**src/rtl/ysyx_22040237_multi_cyc_seq_if.sv**
```systemverilog
// Instruction-memory fetch port: a valid/ready request channel carrying the PC
// and a valid-only response channel returning the fetched instruction word.
interface ysyx_22040237_multi_cyc_seq_if #(
    parameter int unsigned XLEN = 64,
    parameter int unsigned ILEN = 32
);
    logic            req_valid;
    logic            req_ready;
    logic [XLEN-1:0] req_addr;
    logic            rsp_valid;
    logic [ILEN-1:0] rsp_data;

    modport master (
        output req_valid,
        output req_addr,
        input  req_ready,
        input  rsp_valid,
        input  rsp_data
    );

    modport slave (
        input  req_valid,
        input  req_addr,
        output req_ready,
        output rsp_valid,
        output rsp_data
    );
endinterface

```
**src/rtl/ysyx_22040237_multi_cyc_seq.sv**
```systemverilog
// Multi-cycle core sequencer: owns PC and the latched instruction, steps fetch/exec/mem/wb.
// Optional perf counters are built only when YSYX_22040237_PERF_CNT_EN is defined.
module ysyx_22040237_multi_cyc_seq #(
    parameter int unsigned XLEN     = 64,
    parameter int unsigned ILEN     = 32,
    parameter logic [63:0] RESET_PC = 64'h8000_0000,
    parameter int unsigned CNT_W    = 64
) (
    input  logic                                 clk,
    input  logic                                 rst,
    ysyx_22040237_multi_cyc_seq_if.master        imem,
    output logic [XLEN-1:0]                      pc,
    output logic [ILEN-1:0]                      inst,
    input  logic                                 dec_is_mem,
    input  logic                                 dec_ebreak,
    input  logic                                 dec_invalid,
    input  logic                                 jump_flag,
    input  logic [XLEN-1:0]                      jump_addr,
    output logic                                 lsu_start,
    input  logic                                 lsu_done,
    output logic                                 wb_en,
    output logic                                 halted,
    output logic                                 trap,
    output logic [CNT_W-1:0]                     cycle_cnt,
    output logic [CNT_W-1:0]                     instret_cnt
);

    localparam logic [ILEN-1:0] NOP_INST = ILEN'(32'h0000_0013);

    typedef enum logic [2:0] {
        S_IDLE,
        S_FETCH_REQ,
        S_FETCH_WAIT,
        S_EXEC,
        S_MEM,
        S_WB,
        S_HALT
    } state_e;

    state_e          state_q, state_d;
    logic [XLEN-1:0] pc_q, pc_d;
    logic [ILEN-1:0] inst_q, inst_d;
    logic            trap_q, trap_d;
    logic            mem_first_q, mem_first_d;
    logic            jump_misaligned;

    assign jump_misaligned = jump_flag && (jump_addr[1:0] != 2'b00);

    // The first MEM cycle is exactly the one entered from EXEC.
    assign mem_first_d = (state_q == S_EXEC);

    always_ff @(posedge clk) begin
        if (rst) begin
            state_q     <= S_IDLE;
            pc_q        <= XLEN'(RESET_PC);
            inst_q      <= NOP_INST;
            trap_q      <= 1'b0;
            mem_first_q <= 1'b0;
        end else begin
            state_q     <= state_d;
            pc_q        <= pc_d;
            inst_q      <= inst_d;
            trap_q      <= trap_d;
            mem_first_q <= mem_first_d;
        end
    end

    always_comb begin
        state_d = state_q;
        unique case (state_q)
            S_IDLE:       state_d = S_FETCH_REQ;
            S_FETCH_REQ:  if (imem.req_ready) state_d = S_FETCH_WAIT;
            S_FETCH_WAIT: if (imem.rsp_valid) state_d = S_EXEC;
            S_EXEC: begin
                if (dec_invalid || dec_ebreak) state_d = S_HALT;
                else if (dec_is_mem)           state_d = S_MEM;
                else                           state_d = S_WB;
            end
            S_MEM:        if (lsu_done) state_d = S_WB;
            S_WB:         state_d = jump_misaligned ? S_HALT : S_FETCH_REQ;
            S_HALT:       state_d = S_HALT;
            default:      state_d = S_IDLE;
        endcase
    end

    always_comb begin
        pc_d   = pc_q;
        inst_d = inst_q;
        trap_d = trap_q;
        if (state_q == S_FETCH_WAIT && imem.rsp_valid) begin
            inst_d = imem.rsp_data;
        end
        if (state_q == S_EXEC && dec_invalid) begin
            trap_d = 1'b1;
        end
        if (state_q == S_WB) begin
            if (jump_misaligned)  trap_d = 1'b1;
            else if (jump_flag)   pc_d   = jump_addr;
            else                  pc_d   = pc_q + XLEN'(4);
        end
    end

    always_comb begin
        imem.req_valid = (state_q == S_FETCH_REQ);
        imem.req_addr  = pc_q;
        pc             = pc_q;
        inst           = inst_q;
        lsu_start      = (state_q == S_MEM) && mem_first_q;
        wb_en          = (state_q == S_WB) && !jump_misaligned;
        halted         = (state_q == S_HALT);
        trap           = trap_q;
    end

`ifdef YSYX_22040237_PERF_CNT_EN
    logic [CNT_W-1:0] cycle_q, instret_q;

    always_ff @(posedge clk) begin
        if (rst) begin
            cycle_q   <= '0;
            instret_q <= '0;
        end else begin
            if (!halted) cycle_q   <= cycle_q + CNT_W'(1);
            if (wb_en)   instret_q <= instret_q + CNT_W'(1);
        end
    end

    assign cycle_cnt   = cycle_q;
    assign instret_cnt = instret_q;
`else
    assign cycle_cnt   = '0;
    assign instret_cnt = '0;
`endif

endmodule
```
**src/flat_wrapper.sv**
```systemverilog
// flat-port wrapper written by rule: the top's interface ports become plain ports
module ysyx_22040237_multi_cyc_seq_flat 
#(
    parameter int unsigned XLEN     = 64,
    parameter int unsigned ILEN     = 32,
    parameter logic [63:0] RESET_PC = 64'h8000_0000,
    parameter int unsigned CNT_W    = 64
)
  (clk, rst, pc, inst, dec_is_mem, dec_ebreak, dec_invalid, jump_flag, jump_addr, lsu_start, lsu_done, wb_en, halted, trap, cycle_cnt, instret_cnt, imem_req_valid, imem_req_addr, imem_req_ready, imem_rsp_valid, imem_rsp_data);
  ysyx_22040237_multi_cyc_seq_if #(.XLEN(XLEN), .ILEN(ILEN)) imem_i ();
  input  logic clk;
  input  logic rst;
  output logic [XLEN-1:0] pc;
  output logic [ILEN-1:0] inst;
  input  logic dec_is_mem;
  input  logic dec_ebreak;
  input  logic dec_invalid;
  input  logic jump_flag;
  input  logic [XLEN-1:0] jump_addr;
  output logic lsu_start;
  input  logic lsu_done;
  output logic wb_en;
  output logic halted;
  output logic trap;
  output logic [CNT_W-1:0] cycle_cnt;
  output logic [CNT_W-1:0] instret_cnt;
  output wire logic [$bits(imem_i.req_valid)-1:0] imem_req_valid;
  output wire logic [$bits(imem_i.req_addr)-1:0] imem_req_addr;
  input wire logic [$bits(imem_i.req_ready)-1:0] imem_req_ready;
  input wire logic [$bits(imem_i.rsp_valid)-1:0] imem_rsp_valid;
  input wire logic [$bits(imem_i.rsp_data)-1:0] imem_rsp_data;
  assign imem_req_valid = imem_i.req_valid;
  assign imem_req_addr = imem_i.req_addr;
  assign imem_i.req_ready = imem_req_ready;
  assign imem_i.rsp_valid = imem_rsp_valid;
  assign imem_i.rsp_data = imem_rsp_data;
  ysyx_22040237_multi_cyc_seq #(.XLEN(XLEN), .ILEN(ILEN), .RESET_PC(RESET_PC), .CNT_W(CNT_W)) u_core (.clk(clk), .rst(rst), .imem(imem_i), .pc(pc), .inst(inst), .dec_is_mem(dec_is_mem), .dec_ebreak(dec_ebreak), .dec_invalid(dec_invalid), .jump_flag(jump_flag), .jump_addr(jump_addr), .lsu_start(lsu_start), .lsu_done(lsu_done), .wb_en(wb_en), .halted(halted), .trap(trap), .cycle_cnt(cycle_cnt), .instret_cnt(instret_cnt));
endmodule
```
**config.mk**
```make
export PLATFORM = sky130hd
export DESIGN_NAME = ysyx_22040237_multi_cyc_seq_flat
export DESIGN_NICKNAME = d
export VERILOG_FILES = /design/src/rtl/ysyx_22040237_multi_cyc_seq_if.sv /design/src/rtl/ysyx_22040237_multi_cyc_seq.sv /design/src/flat_wrapper.sv
export SDC_FILE = /design/constraint.sdc
export NUM_CORES = 1
export LEC_CHECK = 0
export CAP_MARGIN = 20
export CORE_AREA = 3 3 152 154
export DETAILED_ROUTE_END_ITERATION = 10
export DIE_AREA = 0 0 155 157
export PLACE_DENSITY = 0.75
export REMOVE_ABC_BUFFERS = 1
export SLEW_MARGIN = 0
export SYNTH_ARGS = -nofsm -noshare
export SYNTH_HDL_FRONTEND = slang
export SYNTH_SLANG_ARGS = --single-unit
export TNS_END_PERCENT = 10
```
**constraint.sdc**
```tcl
create_clock -name clk -period 6.7 [get_ports clk]
set_clock_uncertainty 0.05 [all_clocks]
set_input_delay 0.67 -clock clk [delete_from_list [all_inputs] [get_ports clk]]
set_output_delay 0.67 -clock clk [all_outputs]
set_load 0.05 [all_outputs]
```
==> results by group <==
Status
  – Outcome: finished clean

STA
  – Final worst setup slack: 2.85 ns
  – FMAX: roughly 260 MHz
  – Worst slew margin: 28.4%
  – Final hold violations: 0
  – Tmin final: about 3.9 ns
  – Pins Over Slew Limit: 0
  – Setup TNS: 0 ns
  – Worst slew pin tran: between 1 and 1.5 ns
  – Final period util: 57.5%
  – Final setup viols: 0
  – RSZ-0062 raised after global routing: no

Synthesis
  – Synthesized-area fraction occupied by adder cells: 0.170%
  – Cells after Synth: about 1000
  – Number of flops mapped to enable cells by yosys: 0
  – Ys flop type: dfxtp_1
  – Mux contribution to synthesized area: 2.19%
  – Distinct cells, synth: 71
  – Largest area contributor in the netlist: dfxtp_1
  – Post-synthesis simple-gate area fraction: 29.3%
  – Asr flop ratio synth: 0%
  – Area contributors post-synth: dfxtp_1, buf_4, nand2_1
  – XOR/XNOR Fraction of Synth Area: 0%
  – Synthesized area: ~7400 um^2
  – Yosys top cell area share: 27.5%
  – Synth Area in Compound Gates: 18.1%
  – Post-synth top cells: buf_4, nand2_1, dfxtp_1
  – Flops & latches, synth: 101
  – Yosys warns: 0
  – Register area share after synthesis: between 20% and 30%
  – Most common cell in the netlist: buf_4
  – Syn_area_per_cell: 7.43 um^2
  – Largest family of logic cells by synthesized area: simple AND/OR/NAND/NOR gates

Drt
  – Wl on met1: 10900 um
  – Pre-Repair DR Iteration Count: 5
  – Routed wl met3: 2580 um
  – DRC errors left: 0
  – Wire length on met2: 13300 um
  – Antenna Nets Post-Route: 0
  – Average wire per standard cell: about 19 um
  – Iter 0 DRT Violations: 735
  – DRT Wirelength: 27400 um
  – Vias per inst: 5.44
  – Max Used Layer: met5
  – Vias: 7880

Cells and area
  – Diode count: 0
  – Fin area: 9610 um^2
  – Multi-input gate area: 4150 um^2
  – Final #Nets: 1269
  – Layout cell share with drive strength beyond 1: 3.85%
  – Non-filler cells, final: between 1000 and 1500
  – Area of all sequential standard cells: 2020 um^2
  – Area Growth Syn to Fin: 30.7%
  – Layout fillers: 2182

Global route
  – Grt total ovfl: 0
  – First-pass GRT wire length: roughly 40000 um
  – Total GRT Usage: 20.9%
  – Initial antenna violation count: 1
  – Largest net degree at the start of global routing: 68
  – Number of global-route vias before repair: 7046

Worst setup path
  – CP required: 5.98 ns
  – Setup CP Type: primary input to output port
  – CP Cell Sequence: buf_2 > buf_4 > o21ai_0 > nand2_1 > buf_4 > inv_1 > clkdlybuf4s50_1
  – CP max FO: 67
  – Cells on worst reg2reg path: 5
  – Arrival @ worst endpoint: 3.13 ns
  – CP max stage delay: 0.72 ns
  – Startpoint Class: primary input
  – Crit path top cell by count: buf_4
  – Crit Reg-Reg Endpoint: u_core.imem.req_addr[63]
  – R2r startpoint: u_core.imem.req_addr[25]
  – R2r setup slk: 3.45 ns
  – CP max-delay cell: clkdlybuf4s50_1
  – Worst Setup End Kind: output port

Min path
  – Hold Path End: u_core.inst[20]
  – Tightest Hold Check Type: flop to flop
  – Hold depth: 2
  – Hold path startpoint: u_core.inst[20]

Clocking
  – CTS tree: built
  – Worst-path clk slew: approximately 0.080 ns
  – Hold_buf cts: 0
  – TritonCTS Sinks: 101
  – Post-CTS resize count: 0
  – # Post-CTS Setup Buffers: 0
  – CTS H-tree depth: 3
  – CTS root buffer: clkbuf_16
  – Num CTS Buffers: 9
  – Clk_lat worst skew: around 0.36 ns
  – Buffer depth of the longest clock path: 2

Floorplanning
  – Total core area: 21800 um^2
  – Cell Rows: 54
  – Initial Util: 33.7%
  – IO Pins: 398
  – Die area: 24300 um^2
  – Die height: 157 um
  – DIE WIDTH: 155 um

Place
  – Placed Cells: 1432
  – Place WS: 2.86 ns
  – Routability cong.: 0.908
  – Final HPWL DP: between 20000 and 25000 um
  – Post-DP Area: 9330 um^2
  – IO Port Bufs: around 270

Power and ir drop
  – Power per cell area: 165 nW/um^2
  – LEAKAGE: between 0.003 and 0.004 uW
  – Tot Pwr: 1590 uW
  – Peak VDD IR: 91.3 uV

Run
  – Max cap viols: 0
==> final cells by class <==
type | count | area share, %
Clock buffer | 9 | 2.34
Tap cell | 280 | 3.64
Inverter | 7 | 0.273
Clock inverter | 7 | 0.664
Sequential cell | 101 | 21.0
Multi-Input combinational cell | 763 | 43.2
Timing Repair Buffer | 281 | 28.9
==> power breakdown <==
group / switching, uW / total (uW) / internal (uW) / leakage [uW]
Combinational: 303 / 414 / 111 / 0.00228
Clock: 273 / 535 / 261 / 0.000136
Sequential: 25.1 / 639 / 614 / 0.000815
==> how the worst max path moves through the flow <==
stage / slack [ns] / endpoint / startpoint
after floorplan: 3.22 / u_core.imem.req_addr[21] / jump_addr[0]
after global placement: 2.93 / wb_en / jump_flag
after detailed placement: 2.86 / wb_en / jump_flag
after CTS: 2.84 / wb_en / jump_flag
after global routing: 2.66 / wb_en / jump_flag
final: 2.85 / wb_en / jump_flag
==> sequential cells by signal, summed over array words and instances, names as in the netlist <==
| register | flops |
|---|---|
| u_core.imem.req_addr | 64 |
| u_core.state_q | 3 |
| u_core.inst | 32 |
| u_core.trap | 1 |
| u_core.mem_first_q | 1 |
==> placed cells by master, fill, tap and decap left out, types with 4 or more instances in the layout <==
master	count
or2_2	5
nand4b_1	5
clkdlybuf4s50_1	267
mux2i_1	15
nor2_1	48
and2_1	6
or4_1	18
a22oi_1	18
nor2b_1	4
o211ai_1	14
a21o_1	6
nand2_1	137
buf_4	13
inv_1	6
o21ai_0	33
and3_1	14
a21oi_1	63
a31oi_1	20
o311ai_0	8
nand4_1	38
nor3b_1	4
nor3_1	17
dfxtp_1	101
conb_1	128
a22o_1	5
or3_1	14
and4_1	7
nand3_1	52
nor4_1	24
clkbuf_16	9
a2bb2oi_1	4
==> metrics by stage <==
stage                     hold WS, ns  utilization (%)
after CTS                       0.407             44.1
final                           0.406             44.1
after global routing            0.422             44.1
after global placement          0.391             42.7
after detailed placement        0.396             42.7
after floorplan                 0.503                -
==> worst max-delay path: cells and delay by family <==
family	cells	cell delay, ns
AOI/OAI and AO/OA	1	0.39
buffers and inverters	5	1.90
and+or+nand+nor	1	0.15
==> cells by family after synthesis <==
kind of cell	count (synthesis)
other cells	1
mux	16
simple gates	413
compound gates	205
buf+inv	253
flops	101
fa+ha+maj	1
==> layer usage <==
metal | global-route usage, % | vias to the layer above
li1 | - | 3646
met1 | 27.6 | 3683
met2 | 34.3 | 493
met3 | 3.85 | 56
met4 | 7.44 | 2
met5 | 0 | -
(Power assumes the default switching activity.)
